===== src/rtl/audio_pkg.sv =====
// audio_pkg: shared types and sample-to-duty conversion for the PWM audio path.
package audio_pkg;
  localparam int SAMPLE_W = 16;
  typedef enum logic [1:0] {IDLE, PRIMING, PLAYING} play_state_t;
  typedef logic signed [SAMPLE_W-1:0] sample_t;
  function automatic logic [SAMPLE_W-1:0] to_offset_duty(sample_t s);
    return {~s[SAMPLE_W-1], s[SAMPLE_W-2:0]};
  endfunction
endpackage


===== src/rtl/sample_fifo.sv =====
// sample_fifo: synchronous sample FIFO; a full FIFO accepts a push only alongside a pop.
module sample_fifo
  import audio_pkg::*;
#(
  parameter int DEPTH = 16,
  localparam int AW = $clog2(DEPTH)
) (
  input  logic        clk_in,
  input  logic        reset,
  input  logic        flush,
  input  logic        push,
  input  logic        pop,
  input  sample_t     din,
  output sample_t     dout,
  output logic        full,
  output logic        empty,
  output logic [AW:0] level
);
  sample_t mem [DEPTH];
  logic [AW-1:0] wr_ptr, rd_ptr;
  logic do_push, do_pop;
  assign empty = level == '0;
  assign full = level == (AW+1)'(DEPTH);
  assign dout = mem[rd_ptr];
  assign do_pop = pop && !empty;
  assign do_push = push && (!full || do_pop);
  always_ff @(posedge clk_in)
    if (do_push && !flush) mem[wr_ptr] <= din;
  always_ff @(posedge clk_in or negedge reset)
    if (!reset) begin
      wr_ptr <= '0;
      rd_ptr <= '0;
      level <= '0;
    end else if (flush) begin
      wr_ptr <= '0;
      rd_ptr <= '0;
      level <= '0;
    end else begin
      wr_ptr <= wr_ptr + AW'(do_push);
      rd_ptr <= rd_ptr + AW'(do_pop);
      level <= level + (AW+1)'(do_push) - (AW+1)'(do_pop);
    end
endmodule


===== src/rtl/audio_pwm_out.sv =====
// audio_pwm_out: buffers received audio samples and plays them at a fixed rate
// as single-bit PWM, reporting overflow pulses and a saturating underrun count.
module audio_pwm_out
  import audio_pkg::*;
#(
  parameter int CLK_HZ = 25_000_000,
  parameter int SAMPLE_DIV = 520,
  parameter int PWM_BITS = 8,
  parameter int FIFO_DEPTH = 16,
  parameter int PRIME_LEVEL = 8
) (
  input  logic                         clk_in,
  input  logic                         reset,
  input  logic                         enable,
  input  logic [15:0]                  sample_in,
  input  logic                         sample_valid,
  output logic                         pwm_out,
  output logic [$clog2(FIFO_DEPTH):0]  fifo_level,
  output logic                         playing,
  output logic                         overflow,
  output logic [7:0]                   underrun_count
);
  localparam int LW = $clog2(FIFO_DEPTH) + 1;
  localparam int DW = $clog2(SAMPLE_DIV);
  localparam logic [PWM_BITS-1:0] MIDSCALE = {1'b1, {(PWM_BITS-1){1'b0}}};
  if (SAMPLE_DIV < 2 || SAMPLE_DIV > CLK_HZ || PRIME_LEVEL < 1 || PRIME_LEVEL > FIFO_DEPTH)
    begin : g_bad_params
      $error("audio_pwm_out: invalid parameters");
    end
  play_state_t state;
  sample_t cur_sample, head;
  logic [DW-1:0] div;
  logic [PWM_BITS-1:0] pwm_cnt, duty;
  logic tick, push, pop, full, empty;
  assign tick = enable && div == DW'(SAMPLE_DIV - 1);
  assign push = sample_valid && enable;
  assign pop = state == PLAYING && tick && !empty;
  assign playing = state == PLAYING;
  sample_fifo #(.DEPTH(FIFO_DEPTH)) u_fifo (
    .clk_in(clk_in),
    .reset(reset),
    .flush(!enable),
    .push(push),
    .pop(pop),
    .din(sample_in),
    .dout(head),
    .full(full),
    .empty(empty),
    .level(fifo_level)
  );
  always_ff @(posedge clk_in or negedge reset)
    if (!reset) begin
      state <= IDLE;
      cur_sample <= '0;
      div <= '0;
      pwm_cnt <= '0;
      duty <= MIDSCALE;
      pwm_out <= 1'b0;
      overflow <= 1'b0;
      underrun_count <= '0;
    end else begin
      pwm_cnt <= pwm_cnt + 1'b1;
      // duty only changes at the period boundary so no partial pulse is emitted
      if (&pwm_cnt) duty <= PWM_BITS'(to_offset_duty(cur_sample) >> (SAMPLE_W - PWM_BITS));
      pwm_out <= pwm_cnt < duty;
      overflow <= push && full && !pop;
      div <= (!enable || tick) ? '0 : div + 1'b1;
      if (!enable) begin
        state <= IDLE;
        cur_sample <= '0;
      end else
        case (state)
          IDLE: state <= PRIMING;
          PRIMING: if (fifo_level >= LW'(PRIME_LEVEL)) state <= PLAYING;
          default:
            if (tick) begin
              if (!empty) cur_sample <= head;
              else begin
                cur_sample <= '0;
                state <= PRIMING;
                if (underrun_count != 8'hFF) underrun_count <= underrun_count + 1'b1;
              end
            end
        endcase
    end
endmodule


===== config.mk =====
export PLATFORM = sky130hd
export DESIGN_NAME = audio_pwm_out
export DESIGN_NICKNAME = d
export VERILOG_FILES = /design/src/rtl/audio_pkg.sv /design/src/rtl/sample_fifo.sv /design/src/rtl/audio_pwm_out.sv
export SDC_FILE = /design/constraint.sdc
export NUM_CORES = 1
export LEC_CHECK = 0
export ABC_AREA = 1
export BUFFER_PORTS_ARGS = -buffer_cell sky130_fd_sc_hd__buf_2
export CAP_MARGIN = 20
export CORE_UTILIZATION = 50
export DETAILED_ROUTE_END_ITERATION = 8
export HOLD_SLACK_MARGIN = 0.12
export PLACE_DENSITY_LB_ADDON = 0.3
export SKIP_CTS_REPAIR_TIMING = 1
export SKIP_LAST_GASP = 1
export SLEW_MARGIN = 40
export SYNTH_ARGS = -nofsm -noshare
export SYNTH_HDL_FRONTEND = slang
export SYNTH_SLANG_ARGS = --single-unit

===== constraint.sdc =====
create_clock -name clk_in -period 6.3 [get_ports clk_in]
set_input_delay 0 -clock clk_in [delete_from_list [all_inputs] [get_ports clk_in]]
set_output_delay 0 -clock clk_in [all_outputs]
set_load 0.01 [all_outputs]

* After elaboration in Yosys (flattened, before gate mapping) *
Memories as Yosys holds them, arrays and structs flattened.
Index checks and enable logic that the tools add are counted.

cells by class
  add/sub/neg operators = 7
  reductions and logical operators = 22
  bitwise gates (word level) = 2
  $lt $le $gt $ge = 2
  muxes and demuxes = 15
  eq/ne operators = 10

operators by type and width
  cell                     count
  $mux W16                 4
  $add A8 B1 Y8 const B    2
  $add A10 B1 Y10 const B  1
  $eq A10 B10 Y1 const B   1
  $mux W10                 1
  $logic_and A1 B1 Y1      9
  $add A4 B1 Y4            2
  $lt A8 B8 Y1             1
  $mux W2                  4
  $mux W4                  2
  $ne A4 B1 Y1 const B     2
  $ne A8 B8 Y1 const B     1
  $reduce_and A8 Y1        1
  $add A5 B1 Y5            1
  $eq A5 B5 Y1 const B     1
  $ge A5 B4 Y1 const B     1
  $logic_not A5 Y1         1
  $mux W5                  1
  $reduce_and A5 Y1        1
  $sub A5 B1 Y5            1
  $logic_not A1 Y1         4
  $pmux W2 S2              1
  $ne A3 B3 Y1 const B     1
  $reduce_and A3 Y1        1
  10 further kinds         13

storage, ports and cells
  register bits = 67
  word-level logic and storage cells = 70
  output and inout bits = 16
  bits in writable memories = 256
  memories = 1

memory list
  memory      words  bits a word  rd ports  clocked after memory_dff  write ports  line               RTL
  u_fifo.mem  16     16           1         0                         1            sample_fifo.sv:19  sample_t mem [DEPTH];

* Longest topological paths before layout *
  word-level depth = 10
  depth in mapped cells = 18
  mapped depth without buffers = 18

* Hierarchy *
From an unflattened synthesis, not the netlist that was laid out.

second synthesis, totals
  cells, all modules = 1419
  area total of the unflattened synthesis = 14119.8 um^2

by module, submodules not included
  module         sequential area each (um^2)  cells each  area an instance (um^2)  times used
  sample_fifo    8012.7                       1151        11800.1                  1
  audio_pwm_out  1152.4                       268         2319.7                   1

* Least setup slack after synthesis *
Ideal clock, no wire load.

  path type = register to register
  start point = register div[0]
  end point = register u_fifo.level[4]
  arrival = 2.482 ns
  stages on the path, launching flop included = 19
  buffers on the path = 0
  data required time = 6.177 ns
  slack = 3.694 ns
  setup time = 0.123 ns
  cells stage by stage = dfrtp_1 ha_1 nand2_2 inv_1 nand3_1 nor3_2 nand2_1 nor2_1 ha_1 inv_1 ha_1 inv_1 fa_1 inv_1 a21oi_1 nor2_1 nor2_1 o21ai_0 a21oi_1

on the way
  word-level cells in the longest chain between the ends = 10

RTL lines
  what                                  line                 RTL
  start: declaration                    audio_pwm_out.sv:32  logic [DW-1:0] div;
  start signal: assignment              audio_pwm_out.sv:67  div <= (!enable || tick) ? '0 : div + 1'b1;
  $eq A10 B10 Y1 (*)                    audio_pwm_out.sv:35  assign tick = enable && div == DW'(SAMPLE_DIV - 1);
  $logic_and A1 B1 Y1 (*)               audio_pwm_out.sv:35
  $logic_and A1 B1 Y1 (*) (2 in a row)  audio_pwm_out.sv:37  assign pop = state == PLAYING && tick && !empty;
  $logic_and A1 B1 Y1 (*)               sample_fifo.sv:25    assign do_pop = pop && !empty;
  $logic_or A1 B1 Y1                    sample_fifo.sv:26    assign do_push = push && (!full || do_pop);
  $logic_and A1 B1 Y1                   sample_fifo.sv:26
  $add A5 B1 Y5                         sample_fifo.sv:41    level <= level + (AW+1)'(do_push) - (AW+1)'(do_pop);
  $sub A5 B1 Y5 (*)                     sample_fifo.sv:41
  $mux W5 (*)                           sample_fifo.sv:34    end else if (flush) begin
  end signal: assignment                sample_fifo.sv:41
  end: declaration                      sample_fifo.sv:17    output logic [AW:0] level

Every way passes the cells marked *; elsewhere a longest branch is shown, timed or not.
A chain may end at the register's enable or synchronous reset.

* Worst setup path in the final report *
Ends and elaborated chain as after synthesis.

==> summary.md <==
| Metric | Value |
|---|---|
| Global-route wire length before repair | 27300 um |
| Filler-free cell count of the finished design | 1120 |
| Cell leakage power | 4.08 nW |
| I/O pins | 36 |
| Req. time, crit path | 6.62 ns |
| Overall die area | 17700 um2 |
| Count of buffer and inverter cells on the critical path | 4 |
| Worst Clk Skew | 0.0133 ns |
| Largest net degree at the start of global routing | 70 |
| Final weighted congestion of routability-driven global placement | 0.855 |
| Number of input and output port buffers inserted | 27 |
| Final setup violation count | 0 |
| Seq cells post-synth | 187 |
| Sort of element at the start of the critical path | register |
| Actual transition at the worst max-transition pin | 0.803 ns |
| Final number of max-transition violations | 0 |
| Detailed Route WL | 17000 um |
| Number of nets still failing antenna checks after routing | 0 |
| Clock transition at the registers of the reported paths | 0.07 ns |
| Clk pwr share | 0.408 |
| HPWL after DPL | 10500 um |
| Final hold slack | 0.169 ns |
| Category of the worst setup path capture point | register |
| Clock Tree Buf Depth | 2 |
| Sw Ratio | 0.239 |
| VDD IR max | 0.189 mV |
| Drt wl/cell | 15.2 um |
| Post-synthesis instance area | 8580 um2 |
| Vert. Die Dim | 133 um |
| Mapped Nets | 895 |
| Post-synthesis area per instance | 10.1 um2 |
| Run status | complete, no violations |
| N_diodes | 0 |
| Top flip-flop cell by instance count after synthesis | sky130_fd_sc_hd__edfxtp_1 |
| Most common cell after layout, fill and taps aside | sky130_fd_sc_hd__nand2_1 |
| Combinational cell fraction of total power | 0.073 |
| Die outline width | 133 um |
| Worst path slowest cell | sky130_fd_sc_hd__dfrtp_1 |
| Iteration-0 DRC count of the detailed router | 423 |
| Total number of clock tree sinks | 187 |
| Part of the power in registers | 0.520 |
| Vias in the first global route | 5166 |
| Count of nets after finishing | 930 |
| Unique cell type count in the Yosys netlist | 37 |
| Share of synthesized area occupied by flip-flops and latches | 0.620 |
| Total clock buffers created by CTS | 17 |
| Starting density of the core | 0.514 |
| NetSw | 0.000625 W |
| Clock Tree Root | sky130_fd_sc_hd__clkbuf_16 |
| Count of flip-flops with a built-in enable after synthesis | 128 |
| Overflow left after global routing | 0 |
| Max-Slew Margin vs Limit | 0.463 |
| Router iterations before antenna repair | 5 |
| Async set or reset register ratio after synthesis | 0.316 |
| Share of post-route cells with drive strength above 1 | 0.126 |
| Count of maximum capacitance violations | 0 |
| Ordered list of cells on the worst path | ha_1 > nand2_2 > inv_1 > nand3_1 > nor3_2 > nand2_1 > nor2_1 > ha_1 > inv_1 > ha_1 > inv_1 > fa_1 > inv_1 > a21oi_1 > nor2_1 > nor2_1 > o21ai_0 > a21oi_1 |
| # H-tree levels | 4 |
| Via count | 5719 |
| Setup CP Type | register to register |
| Core box area | 16700 um2 |
| Unrepaired setup endpoints after global routing | false |
| Kind of cell adding the most delay to the critical path | adder cells |
| Overall fraction of global-route tracks in use | 0.204 |
| Yosys warns | 0 |
| Post-Route Setup TNS | 0 ns |
| Post-route DRC | 0 |
| Worst R2R Setup Slack | 3.34 ns |
| Most Frequent Cell on Critical Path | sky130_fd_sc_hd__inv_1 |
| Row count | 47 |
| Power per Cell Area | 274 nW/um2 |
| Cell Int Power | 0.00199 W |
| Min-Delay Path Class | input pin to async pin |
| Crit path DAT | 3.28 ns |
| Final Hold Violating Endpoints | 0 |
| Cells after DPL | 1076 |
| Maximum cell stage delay along the critical path | 0.43 ns |
| Clock Latency Late Sink | 0.43 ns |
| Final clock period utilization by the worst path | 0.470 |
| Number of antenna violations at the first check in global routing | 0 |
| Top library cells by usage in the layout, fill and taps aside | sky130_fd_sc_hd__nand2_1 (263), sky130_fd_sc_hd__edfxtp_1 (128), sky130_fd_sc_hd__nor2_1 (86), sky130_fd_sc_hd__inv_1 (67), sky130_fd_sc_hd__nand3_1 (67) |
| TritonCTS clock tree | built |
| CP max FO | 6 |
| Final critical path time including I/O delays and setup | 2.96 ns |
| Vias per Instance | 5.11 |
| Post-synthesis to final-layout area growth | 11.5% |
| Fmax | 0.338 GHz |
| Number of inserted filler cells in the final layout | 1407 |
| Number of instances in the synthesized netlist | 852 |
## stage by stage
stage | util | setup slack (ns) | total power (W) | instance area (um2)
floorplan | - | 3.69 | 0.00151 | 8580
global placement | 0.529 | 3.33 | 0.00157 | 8840
detailed placement | 0.530 | 3.31 | 0.00157 | 8850
CTS | 0.565 | 3.29 | 0.00263 | 9440
global route | 0.573 | 3.04 | 0.00271 | 9570
finish | 0.573 | 3.34 | 0.00262 | 9570
## worst min-delay path, stage by stage
cell and delay [ns]:
sky130_fd_sc_hd__dlygate4sd3_1 0.52, sky130_fd_sc_hd__buf_2 0.10, sky130_fd_sc_hd__buf_6 0.43
## power by group through the flow
| stage | logic [W] | registers [W] | clock network (W) |
|---|---|---|---|
| global route | 0.000216 | 0.00136 | 0.00113 |
| finish | 0.000191 | 0.00136 | 0.00107 |
| global placement | 0.000182 | 0.00139 | 0 |
| floorplan | 0.000123 | 0.00139 | 0 |
| detailed placement | 0.000185 | 0.00139 | 0 |
| CTS | 0.000186 | 0.00136 | 0.00108 |
## sequential cells by signal, summed over array words and instances, names as in the netlist
register,cells
cur_sample,8
div,10
duty,8
overflow,1
pwm_cnt,8
pwm_out,1
state,2
u_fifo.level,5
u_fifo.mem,128
u_fifo.rd_ptr,4
u_fifo.wr_ptr,4
underrun_count,8
## cell type report
class,instances,area [um2],share of cell area
clock buffer,17,425,0.0445
clock inverter,15,161,0.0169
inverter,79,300,0.0314
multi-input combinational,561,2810,0.294
sequential,187,5320,0.556
tap,220,275,0.0288
timing repair buffer,41,274,0.0286
## path summary, 6_finish.rpt
kind                                      from               end  depth (start not counted)
worst max-delay path                    div[0]   u_fifo.level[4]                         18
worst min-delay path                     reset        pwm_cnt[0]                          3
worst max register to register          div[0]   u_fifo.level[4]                         18
worst min register to register  cur_sample[15]           duty[7]                          1
max in group asynchronous                reset  u_fifo.rd_ptr[0]                          3
min in group clk_in             cur_sample[15]           duty[7]                          1
## logic make-up (layout without fill, tap and decap cells)
| kind of cell | after synthesis | count (layout) | synth area share |
|---|---|---|---|
| xor+xnor | 14 | 14 | 0.0143 |
| fa+ha+maj | 23 | 23 | 0.0344 |
| buf+inv | 104 | 152 | 0.0544 |
| compound gates | 51 | 51 | 0.0322 |
| flops | 187 | 187 | 0.620 |
| simple gates | 473 | 473 | 0.245 |
## cells in the mapped netlist, drive strengths merged, types with 11 or more instances
cell type | n | area share
nand2 | 268 | 0.12
edfxtp | 128 | 0.45
nor2 | 109 | 0.061
inv | 76 | 0.033
nand3 | 72 | 0.047
dfrtp | 58 | 0.17
a21oi | 25 | 0.017
o21ai | 25 | 0.015
buf | 23 | 0.019
ha | 22 | 0.032
nor3 | 11 | 0.0082
## per-layer routing
metal	vias to the layer above	part of all wire	track usage
met4	0	0.018	0.0805
met5	-	0	0
li1	2861	-	-
met2	155	0.46	0.305
met3	21	0.058	0.0487
met1	2682	0.46	0.289
Power figures use the tool's default switching activity.
